### src/rtl/lo_sweep_ctrl.sv
// ---------------------------------------------------------------------------
// lo_sweep_ctrl
//
// Steps the low-frequency read datapath through a range of carrier divisors.
// For each divisor it discards a number of carrier periods so the antenna can
// settle. It then records the minimum and maximum ADC sample over a number of
// carrier periods and reports the peak-to-peak amplitude. The divisor with the
// largest amplitude is tracked. Ties keep the earlier (lower) divisor.
//
// Ports
//   pck0        in   24 MHz clock, all logic on the rising edge
//   nreset      in   asynchronous active-low reset
//   start       in   one-cycle pulse, begins a sweep when idle
//   abort       in   one-cycle pulse, ends a running sweep at once
//   div_min     in   first divisor                  (sampled on start)
//   div_max     in   last divisor, inclusive        (sampled on start)
//   settle      in   carrier periods discarded per step (sampled on start)
//   nsamp       in   carrier periods measured per step, 0 acts as 1
//   ant_lo      in   carrier from the datapath
//   adc_d       in   ADC sample bus
//   divisor     out  divisor driven to the datapath
//   busy        out  sweep in progress
//   step_valid  out  one-cycle pulse per completed step
//   step_div    out  divisor of the reported step
//   step_amp    out  peak-to-peak amplitude of the reported step
//   best_div    out  divisor with the largest amplitude so far
//   best_amp    out  largest amplitude so far
//   done        out  one-cycle pulse at sweep end (normal, error or abort)
//   err         out  sticky timeout / bad-range flag, cleared by next start
// ---------------------------------------------------------------------------
module lo_sweep_ctrl #(
    parameter int         TIMEOUT   = 1023,
    parameter logic [7:0] RESET_DIV = 8'd95
) (
    input  logic       pck0,
    input  logic       nreset,
    input  logic       start,
    input  logic       abort,
    input  logic [7:0] div_min,
    input  logic [7:0] div_max,
    input  logic [7:0] settle,
    input  logic [7:0] nsamp,
    input  logic       ant_lo,
    input  logic [7:0] adc_d,
    output logic [7:0] divisor,
    output logic       busy,
    output logic       step_valid,
    output logic [7:0] step_div,
    output logic [7:0] step_amp,
    output logic [7:0] best_div,
    output logic [7:0] best_amp,
    output logic       done,
    output logic       err
);

    typedef enum logic [2:0] {
        S_IDLE,
        S_SETTLE,
        S_MEASURE,
        S_REPORT,
        S_DONE
    } state_e;

    localparam int               TMO_W     = $clog2(TIMEOUT + 1);
    localparam logic [TMO_W-1:0] TMO_LIMIT = TMO_W'(TIMEOUT);

    state_e           state_q, state_d;
    logic             ant_lo_q;
    logic [7:0]       div_max_q, div_max_d;
    logic [7:0]       settle_q, settle_d;
    logic [7:0]       nsamp_q, nsamp_d;
    logic [7:0]       cnt_q, cnt_d;
    logic [TMO_W-1:0] tmo_q, tmo_d;
    logic [7:0]       min_q, min_d;
    logic [7:0]       max_q, max_d;
    logic [7:0]       divisor_q, divisor_d;
    logic             busy_q, busy_d;
    logic             step_valid_q, step_valid_d;
    logic [7:0]       step_div_q, step_div_d;
    logic [7:0]       step_amp_q, step_amp_d;
    logic [7:0]       best_div_q, best_div_d;
    logic [7:0]       best_amp_q, best_amp_d;
    logic             done_q, done_d;
    logic             err_q, err_d;

    logic       sample_evt;
    logic [7:0] amp_w;

    // Falling carrier edge seen through one register stage; adc_d is taken
    // in this same cycle.
    assign sample_evt = ant_lo_q & ~ant_lo;
    // At least one sample has been taken before REPORT, so max >= min.
    assign amp_w      = max_q - min_q;

    // NOTE: every variable gets its default before the case so that no path
    // leaves one unassigned, which would otherwise infer a latch.
    always_comb begin
        state_d      = state_q;
        div_max_d    = div_max_q;
        settle_d     = settle_q;
        nsamp_d      = nsamp_q;
        cnt_d        = cnt_q;
        min_d        = min_q;
        max_d        = max_q;
        divisor_d    = divisor_q;
        step_valid_d = 1'b0;
        step_div_d   = step_div_q;
        step_amp_d   = step_amp_q;
        best_div_d   = best_div_q;
        best_amp_d   = best_amp_q;
        done_d       = 1'b0;
        err_d        = err_q;

        // Carrier watchdog: reloads on every sample event, saturates at the
        // limit, and is held clear while idle.
        if (sample_evt) begin
            tmo_d = '0;
        end else if (tmo_q != TMO_LIMIT) begin
            tmo_d = tmo_q + TMO_W'(1);
        end else begin
            tmo_d = tmo_q;
        end

        if (abort && (state_q != S_IDLE) && (state_q != S_DONE)) begin
            // Abort beats any sample event or report in the same cycle.
            state_d = S_DONE;
        end else begin
            unique case (state_q)
                S_IDLE: begin
                    tmo_d = '0;
                    if (start && !abort) begin
                        div_max_d  = div_max;
                        settle_d   = settle;
                        nsamp_d    = (nsamp == 8'd0) ? 8'd1 : nsamp;
                        cnt_d      = 8'd0;
                        err_d      = 1'b0;
                        best_amp_d = 8'd0;
                        best_div_d = div_min;
                        divisor_d  = div_min;
                        if (div_min > div_max) begin
                            err_d   = 1'b1;
                            state_d = S_DONE;
                        end else begin
                            state_d = S_SETTLE;
                        end
                    end
                end

                S_SETTLE: begin
                    min_d = 8'hFF;
                    max_d = 8'h00;
                    if (settle_q == 8'd0) begin
                        cnt_d   = 8'd0;
                        state_d = S_MEASURE;
                    end else if (sample_evt) begin
                        if (cnt_q == settle_q - 8'd1) begin
                            cnt_d   = 8'd0;
                            state_d = S_MEASURE;
                        end else begin
                            cnt_d = cnt_q + 8'd1;
                        end
                    end else if (tmo_q == TMO_LIMIT) begin
                        err_d   = 1'b1;
                        state_d = S_DONE;
                    end
                end

                S_MEASURE: begin
                    if (sample_evt) begin
                        if (adc_d < min_q) min_d = adc_d;
                        if (adc_d > max_q) max_d = adc_d;
                        if (cnt_q == nsamp_q - 8'd1) begin
                            cnt_d   = 8'd0;
                            state_d = S_REPORT;
                        end else begin
                            cnt_d = cnt_q + 8'd1;
                        end
                    end else if (tmo_q == TMO_LIMIT) begin
                        err_d   = 1'b1;
                        state_d = S_DONE;
                    end
                end

                S_REPORT: begin
                    step_valid_d = 1'b1;
                    step_div_d   = divisor_q;
                    step_amp_d   = amp_w;
                    if (amp_w > best_amp_q) begin
                        best_amp_d = amp_w;
                        best_div_d = divisor_q;
                    end
                    if (divisor_q == div_max_q) begin
                        state_d = S_DONE;
                    end else begin
                        divisor_d = divisor_q + 8'd1;
                        state_d   = S_SETTLE;
                    end
                end

                S_DONE: begin
                    done_d  = 1'b1;
                    state_d = S_IDLE;
                end

                default: state_d = S_IDLE;
            endcase
        end

        // busy rises with the first non-idle state and falls together with
        // the done pulse.
        busy_d = (state_d != S_IDLE);
    end

    // NOTE: sequential state uses non-blocking assignments so every register
    // samples the pre-edge values of the others.
    always_ff @(posedge pck0 or negedge nreset) begin
        if (!nreset) begin
            state_q      <= S_IDLE;
            ant_lo_q     <= 1'b0;
            div_max_q    <= 8'd0;
            settle_q     <= 8'd0;
            nsamp_q      <= 8'd1;
            cnt_q        <= 8'd0;
            tmo_q        <= '0;
            min_q        <= 8'hFF;
            max_q        <= 8'h00;
            divisor_q    <= RESET_DIV;
            busy_q       <= 1'b0;
            step_valid_q <= 1'b0;
            step_div_q   <= 8'd0;
            step_amp_q   <= 8'd0;
            best_div_q   <= 8'd0;
            best_amp_q   <= 8'd0;
            done_q       <= 1'b0;
            err_q        <= 1'b0;
        end else begin
            state_q      <= state_d;
            ant_lo_q     <= ant_lo;
            div_max_q    <= div_max_d;
            settle_q     <= settle_d;
            nsamp_q      <= nsamp_d;
            cnt_q        <= cnt_d;
            tmo_q        <= tmo_d;
            min_q        <= min_d;
            max_q        <= max_d;
            divisor_q    <= divisor_d;
            busy_q       <= busy_d;
            step_valid_q <= step_valid_d;
            step_div_q   <= step_div_d;
            step_amp_q   <= step_amp_d;
            best_div_q   <= best_div_d;
            best_amp_q   <= best_amp_d;
            done_q       <= done_d;
            err_q        <= err_d;
        end
    end

    assign divisor    = divisor_q;
    assign busy       = busy_q;
    assign step_valid = step_valid_q;
    assign step_div   = step_div_q;
    assign step_amp   = step_amp_q;
    assign best_div   = best_div_q;
    assign best_amp   = best_amp_q;
    assign done       = done_q;
    assign err        = err_q;

endmodule
### config.mk
export PLATFORM = sky130hd
export DESIGN_NAME = lo_sweep_ctrl
export DESIGN_NICKNAME = d
export VERILOG_FILES = /design/src/rtl/lo_sweep_ctrl.sv
export SDC_FILE = /design/constraint.sdc
export NUM_CORES = 1
export LEC_CHECK = 0
export ABC_CLOCK_PERIOD_IN_PS = 7800
export CAP_MARGIN = 20
export CORE_AREA = 5 5 120 122
export CTS_BUF_LIST = sky130_fd_sc_hd__clkbuf_4 sky130_fd_sc_hd__clkbuf_8 sky130_fd_sc_hd__clkbuf_16
export DETAILED_ROUTE_END_ITERATION = 10
export DIE_AREA = 0 0 125 127
export MAX_ROUTING_LAYER = met4
export PLACE_DENSITY_LB_ADDON = 0.12
export SETUP_SLACK_MARGIN = 0.02
export SLEW_MARGIN = 0
export SYNTH_ARGS = -nofsm -noshare
export SYNTH_HDL_FRONTEND = slang
export SYNTH_SLANG_ARGS = --single-unit
export TNS_END_PERCENT = 100
### constraint.sdc
create_clock -name pck0 -period 7.8 [get_ports pck0]
set_input_delay 1.56 -clock pck0 [delete_from_list [all_inputs] [get_ports pck0]]
set_output_delay 1.56 -clock pck0 [all_outputs]
set_load 0.01 [all_outputs]
-- Word-level counts from Yosys, hierarchy flattened
Cells that the tools add are included.
- register bits after elaboration: 106
- latch bits: 0
- RAM bits: 0
- bits in read-only memories: 0
- output and inout port bits: 44
- logic and storage cells: 115
- memories: 0
- add/subtract/negate cells: 6
- multiply operators: 0
- div/mod/pow operators: 0
- magnitude comparators: 4
- equal/unequal tests: 18
- shifts and indexed selects: 0
- mux-type cells: 46
- bitwise gates (word level): 3
- reduce and logical (&&, ||, !) cells: 20
- operators with widths (operator ; number):
    $mux 8 ; 15
    $pmux 8 s2 ; 5
    $mux 10 ; 4
    $mux 3 ; 10
    $eq 8x8->1 ; 3
    $gt 8x8->1 ; 3
    $pmux 8 s3 ; 1
    $reduce_and 4->1 ; 5
    $add 8x1->8 const B ; 2
    $logic_not 8->1 ; 2
    $sub 8x1->8 const B ; 2
    $ne 2x2->1 const B ; 7
    $pmux 3 s4 ; 1
    $add 10x1->10 const B ; 1
    $eq 10x10->1 const B ; 1
    $ne 10x10->1 const B ; 1
    $mux 1 ; 9
    $reduce_bool 3->1 ; 3
    $lt 8x8->1 ; 1
    $sub 8x8->8 ; 1
    $eq 3x2->1 const B ; 2
    $ne 3x3->1 const B ; 2
    $reduce_and 5->1 ; 1
    $reduce_bool 2->1 ; 2
    10 further kinds ; 13

-- Logic depth before layout (Yosys ltp)
- depth in word-level cells: 8
- depth in mapped cells: 17

-- Least setup slack after synthesis
OpenSTA, ideal clock, no wires.
- kind: reg-to-reg
- start point: reg min_q[1]
- end point: reg best_div_q[0], in the netlist best_div[0]
- library setup time: 0.125 ns
- arrival time: 3.454 ns
- data required time: 7.675 ns
- path slack: 4.221 ns
- stages on the path, launching flop included: 16
- period minus slack after synthesis: 3.579 ns
- path through: dfstp_2 inv_1 ha_1 nor2b_1 o21ai_0 a21oi_1 o21ai_0 nor2b_1 xnor2_1 ha_1 a21o_1 a21o_1 a21oi_1 a21oi_1 a31oi_1 mux2_2
- cells in the longest elaborated chain, start to end: 4
- RTL lines (element ; RTL line ; source):
    start: declaration ; 74 ; logic [7:0] min_q, min_d;
    start signal: assignment ; 244 ; min_q <= min_d;
    $sub 8x8->8 ; 93 ; assign amp_w = max_q - min_q;
    via amp_w[5] ; 87 ; logic [7:0] amp_w;
    $gt 8x8->1 ; 188 ; if (amp_w > best_amp_q) begin
    $ne 2x2->1 (no line) ; -- ;
    $reduce_and 4->1 (no line) ; -- ;
    end signal: assignment ; 251 ; best_div_q <= best_div_d;
    end: declaration ; 81 ; logic [7:0] best_div_q, best_div_d;
The timed path passes the listed nets, and every way through them passes these cells.
A chain may end at the register's enable or synchronous reset.

-- Final worst setup path
- start point: in abort
- end point: reg best_div_q[2], in the netlist best_div[2]
- cells in the longest elaborated chain, start to end: 4
- RTL lines (element ; RTL line ; source):
    start: declaration ; 38 ; input logic abort,
    $logic_not 1->1 or $logic_and 1x1->1 (tied branches) ; 131, 124 ;
    $logic_and 1x1->1, on equally long branches ; 131, 124 ;
    $ne 2x2->1 (no line) or $not 1->1 (tied branches) ; -- ;
    $reduce_and 4->1 (no line) * ; -- ;
Every way passes the cells marked *; elsewhere a longest branch is shown, timed or not.

==> metrics.txt <==
# TYPE chip_impl_metric gauge
chip_impl_info{name="status",value="completed"} 1
chip_impl_metric{name="clk_pin_slew_worst_paths",unit="ns"} 0.07
chip_impl_metric{name="cts.path.max_buffers",unit=""} 2
chip_impl_metric{name="min_delay_path_depth",unit=""} 2
chip_impl_metric{name="antenna_cells",unit=""} 0
chip_impl_metric{name="core_area",unit="sq um"} 13100
chip_impl_metric{name="gr-total-overflow",unit=""} 0
chip_impl_metric{name="crit_required",unit="ns"} 8.03
chip_impl_metric{name="finalHoldViolations",unit=""} 0
chip_impl_metric{name="synth-seq-cells",unit=""} 106
chip_impl_metric{name="setup.reg_to_reg.worst_slack",unit="ns"} 3.52
chip_impl_metric{name="grt_antenna_before_repair",unit=""} 0
chip_impl_metric{name="power.density",unit="nW/um^2"} 262
chip_impl_metric{name="floorplan.die.width",unit="microns"} 125
chip_impl_metric{name="drt_iter0_drc",unit=""} 357
chip_impl_metric{name="start_util",unit="%"} 48.5
chip_impl_metric{name="route.detailed.drc",unit=""} 0
chip_impl_metric{name="fillCellCount",unit=""} 1142
chip_impl_metric{name="syn-cell-area",unit="sq um"} 6350
chip_impl_metric{name="cts_made_buffers",unit=""} 9
chip_impl_metric{name="totalPowerFinal",unit="W"} 0.00202
chip_impl_metric{name="post_synth_inst_count",unit=""} 669
chip_impl_metric{name="slew_viol_final",unit=""} 0
chip_impl_metric{name="drt-wirelength-per-cell",unit="microns"} 15.8
chip_impl_metric{name="io-pin-count",unit=""} 89
chip_impl_metric{name="design.die.area",unit="sq um"} 15900
chip_impl_metric{name="vias_per_cell",unit=""} 5.47
chip_impl_metric{name="ctsHoldBuffers",unit=""} 0
chip_impl_metric{name="floorplan.rows",unit=""} 42
chip_impl_info{name="grt_setup_unrepaired",value="no"} 1
chip_impl_metric{name="grt_usage",unit="%"} 19.4
chip_impl_info{name="worstHoldPathType",value="flop to flop"} 1
chip_impl_metric{name="synth_nets",unit=""} 759
chip_impl_metric{name="min_period_over_period",unit="%"} 58.6
chip_impl_metric{name="timing.final.setup_violations",unit=""} 0
chip_impl_metric{name="detail-route-antenna-nets",unit=""} 0
chip_impl_metric{name="placer_congestion",unit=""} 0.854
chip_impl_metric{name="post_synth.cell_area_avg",unit="sq um"} 9.49
chip_impl_info{name="post_synth_main_area_contributors",value="sky130_fd_sc_hd__dfrtp_1 (36%), sky130_fd_sc_hd__ha_1 (8.7%), sky130_fd_sc_hd__nand2_1 (6.3%), sky130_fd_sc_hd__dfstp_2 (6.2%), sky130_fd_sc_hd__mux2_2 (4.8%)"} 1
chip_impl_metric{name="grt_pass1_vias",unit=""} 5009
chip_impl_info{name="min_from",value="step_div[1]"} 1
chip_impl_info{name="clockRootBuffer",value="sky130_fd_sc_hd__clkbuf_16"} 1
chip_impl_metric{name="finalCriticalPeriod",unit="ns"} 4.57
chip_impl_metric{name="synth_top_cell_area_share",unit="%"} 35.9
chip_impl_metric{name="routed_wl",unit="microns"} 14700
chip_impl_metric{name="path_max_fanout",unit=""} 21
chip_impl_metric{name="worst_clock_skew",unit="ns"} 0.00610
chip_impl_metric{name="clk_lat_worst_skew",unit="ns"} 0.34
chip_impl_metric{name="final_cell_area_excluding_filler_cells",unit="sq um"} 7680
chip_impl_metric{name="critPathArrivalTime",unit="ns"} 4.80
chip_impl_metric{name="total_negative_slack",unit="ns"} 0
chip_impl_metric{name="portBuffers",unit=""} 88
chip_impl_metric{name="area_growth",unit="%"} 21.0
chip_impl_metric{name="ir_drop_worst_vdd",unit="uV"} 128
chip_impl_metric{name="yosysUniqueCellTypes",unit=""} 65
chip_impl_info{name="netlist.top_cell.by_area",value="sky130_fd_sc_hd__dfrtp_1"} 1
chip_impl_metric{name="hold_ws",unit="ns"} 0.485
chip_impl_metric{name="largest_net_degree_at_the_start_of_global_routing",unit=""} 68
chip_impl_info{name="r2r_start",value="min_q[1]"} 1
chip_impl_metric{name="fp.dieH",unit="microns"} 127
chip_impl_info{name="crit_type",value="input pin to flop"} 1
chip_impl_metric{name="yosys_warnings",unit=""} 0
chip_impl_metric{name="dr_total_vias",unit=""} 5118
chip_impl_metric{name="place_worst_setup_slack",unit="ns"} 2.28
chip_impl_info{name="holdPathEnd",value="step_div[1]"} 1
chip_impl_metric{name="placement.cell_area",unit="sq um"} 7400
chip_impl_metric{name="post_cts_resized",unit=""} 0
chip_impl_metric{name="timing_worst_slew_pin_value",unit="ns"} 1.02
chip_impl_metric{name="synth_edf_count",unit=""} 0
chip_impl_info{name="critPathCaptureType",value="flop"} 1
chip_impl_metric{name="place.detailed.hpwl",unit="microns"} 11300
chip_impl_metric{name="layout-drive-gt1-share",unit="%"} 10.8
chip_impl_metric{name="final.setup.worst_slack",unit="ns"} 3.23
chip_impl_metric{name="static-leakage-power",unit="nW"} 3.57
chip_impl_metric{name="fmaxAchievable",unit="MHz"} 219
chip_impl_info{name="synth-main-ff-cell",value="sky130_fd_sc_hd__dfrtp_1"} 1
chip_impl_metric{name="maxSlewHeadroom",unit="%"} 31.7
chip_impl_info{name="timing.critical_path.from_type",value="input pin"} 1
chip_impl_metric{name="rr_worst_depth",unit=""} 15
chip_impl_metric{name="async_reset_ff_share",unit="%"} 100
chip_impl_metric{name="design.final.nets",unit=""} 844
chip_impl_metric{name="cts_htree_levels",unit=""} 3
chip_impl_metric{name="global_route_wire_length_before_repair",unit="microns"} 24800
chip_impl_metric{name="post_synthesis_sequential_area_ratio",unit="%"} 42.1
chip_impl_info{name="r2r_end",value="best_div[2]"} 1
chip_impl_metric{name="post_cts.repair.setup_buffers",unit=""} 0
chip_impl_metric{name="maxCapViolCount",unit=""} 0
chip_impl_info{name="tritoncts",value="yes"} 1
chip_impl_metric{name="cts_num_sinks",unit=""} 106
chip_impl_metric{name="drt_pre_antenna_iters",unit=""} 5
[final cells by class]
cell class | count | area [sq um] | area share [%]
Clock buffer | 11 | 246 | 3.21
Multi-Input combinational cell | 488 | 3390 | 44.2
Clock inverter | 5 | 30.0 | 0.391
Inverter | 57 | 214 | 2.79
Tap cell | 176 | 220 | 2.87
Timing Repair Buffer | 92 | 908 | 11.8
Sequential cell | 106 | 2670 | 34.8
[synthesized netlist by cell type, types with 3 or more instances]
| master | count |
|---|---|
| sky130_fd_sc_hd__nand2_1 | 107 |
| sky130_fd_sc_hd__dfrtp_1 | 91 |
| sky130_fd_sc_hd__inv_1 | 57 |
| sky130_fd_sc_hd__ha_1 | 44 |
| sky130_fd_sc_hd__nor2_1 | 32 |
| sky130_fd_sc_hd__o21ai_0 | 30 |
| sky130_fd_sc_hd__a21oi_1 | 29 |
| sky130_fd_sc_hd__mux2_2 | 27 |
| sky130_fd_sc_hd__xnor2_1 | 25 |
| sky130_fd_sc_hd__nand3_1 | 20 |
| sky130_fd_sc_hd__dfstp_2 | 15 |
| sky130_fd_sc_hd__clkbuf_1 | 14 |
| sky130_fd_sc_hd__mux2i_1 | 13 |
| sky130_fd_sc_hd__nor2b_1 | 13 |
| sky130_fd_sc_hd__and3_1 | 11 |
| sky130_fd_sc_hd__xor2_1 | 11 |
| sky130_fd_sc_hd__a21o_1 | 10 |
| sky130_fd_sc_hd__nor3_1 | 10 |
| sky130_fd_sc_hd__nand4_1 | 8 |
| sky130_fd_sc_hd__a22o_1 | 7 |
| sky130_fd_sc_hd__a32oi_1 | 7 |
| sky130_fd_sc_hd__a31oi_1 | 6 |
| sky130_fd_sc_hd__o21ai_1 | 6 |
| sky130_fd_sc_hd__or2_2 | 6 |
| sky130_fd_sc_hd__nand2b_1 | 5 |
| sky130_fd_sc_hd__a211oi_1 | 4 |
| sky130_fd_sc_hd__buf_2 | 4 |
| sky130_fd_sc_hd__o21a_1 | 4 |
| sky130_fd_sc_hd__and2_1 | 3 |
| sky130_fd_sc_hd__o22ai_1 | 3 |
| sky130_fd_sc_hd__o31ai_1 | 3 |
[metal layers]
| metal | part of all wire (%) | vias up | global-route usage (%) |
|---|---|---|---|
| li1 | - | 2510 | - |
| met1 | 47 | 2475 | 26.1 |
| met2 | 47 | 118 | 31.0 |
| met3 | 4.5 | 15 | 2.92 |
| met4 | 1.5 | 0 | 5.42 |
| met5 | 0 | - | - |
[sequential cells by signal, indices dropped and copies added (netlist names), 3 cells and up]
signal     count
tmo_q         10
best_amp       8
best_div       8
cnt_q          8
div_max_q      8
divisor        8
max_q          8
min_q          8
nsamp_q        8
settle_q       8
step_amp       8
step_div       8
state_q        3
[critical path, cell delays in order]
cell,delay (ns)
sky130_fd_sc_hd__clkdlybuf4s50_1,0.43
sky130_fd_sc_hd__nor2_1,0.38
sky130_fd_sc_hd__nand3_1,0.61
sky130_fd_sc_hd__inv_1,0.53
sky130_fd_sc_hd__o21ai_0,0.16
sky130_fd_sc_hd__a21oi_1,0.40
sky130_fd_sc_hd__a31oi_1,0.30
sky130_fd_sc_hd__mux2_2,0.41
[how the worst max path moves through the flow]
stage                   from     endpoint  slack (ns)
floorplan           min_q[1]  best_div[0]        4.22
global placement       abort  best_div[2]        2.43
detailed placement     abort  best_div[2]        2.28
CTS                    abort  best_div[2]        2.62
global route           abort  best_div[4]        2.92
finish                 abort  best_div[2]        3.23
[where the power goes]
part / total (W) / internal, W / switching [W] / leakage, nW
clock: 0.000421 / 0.000227 / 0.000194 / 0.135
sequential: 0.000878 / 0.000696 / 0.000182 / 1.35
combinational: 0.000717 / 0.000378 / 0.000338 / 2.09
[kinds of logic after synthesis]
| logic type | after synthesis | share of synthesized area (%) |
|---|---|---|
| compound gates | 132 | 14.5 |
| xor+xnor | 36 | 4.97 |
| fa+ha+maj | 45 | 8.99 |
| buf+inv | 75 | 4.51 |
| flops | 106 | 42.1 |
| mux | 40 | 6.84 |
| simple gates | 235 | 18.1 |
[stage by stage]
step / util [%] / cells
finish: 58.7 / 935
global route: 58.7 / 935
CTS: 58.7 / 934
detailed placement: 56.5 / 918
global placement: 56.5 / 918
floorplan: - / 669
[cell usage in the layout, fill, tap and decap left out, drive strengths merged, types with 15 or more instances in the layout]
cell type and instances:
nor2 34, clkdlybuf4s50 87, dfstp 15, xnor2 25
inv 57, dfrtp 91, a21oi 29, nand2 107
nand3 20, mux2 27, o21ai 36, ha 44
No activity file was read; power rests on OpenSTA's default activity.
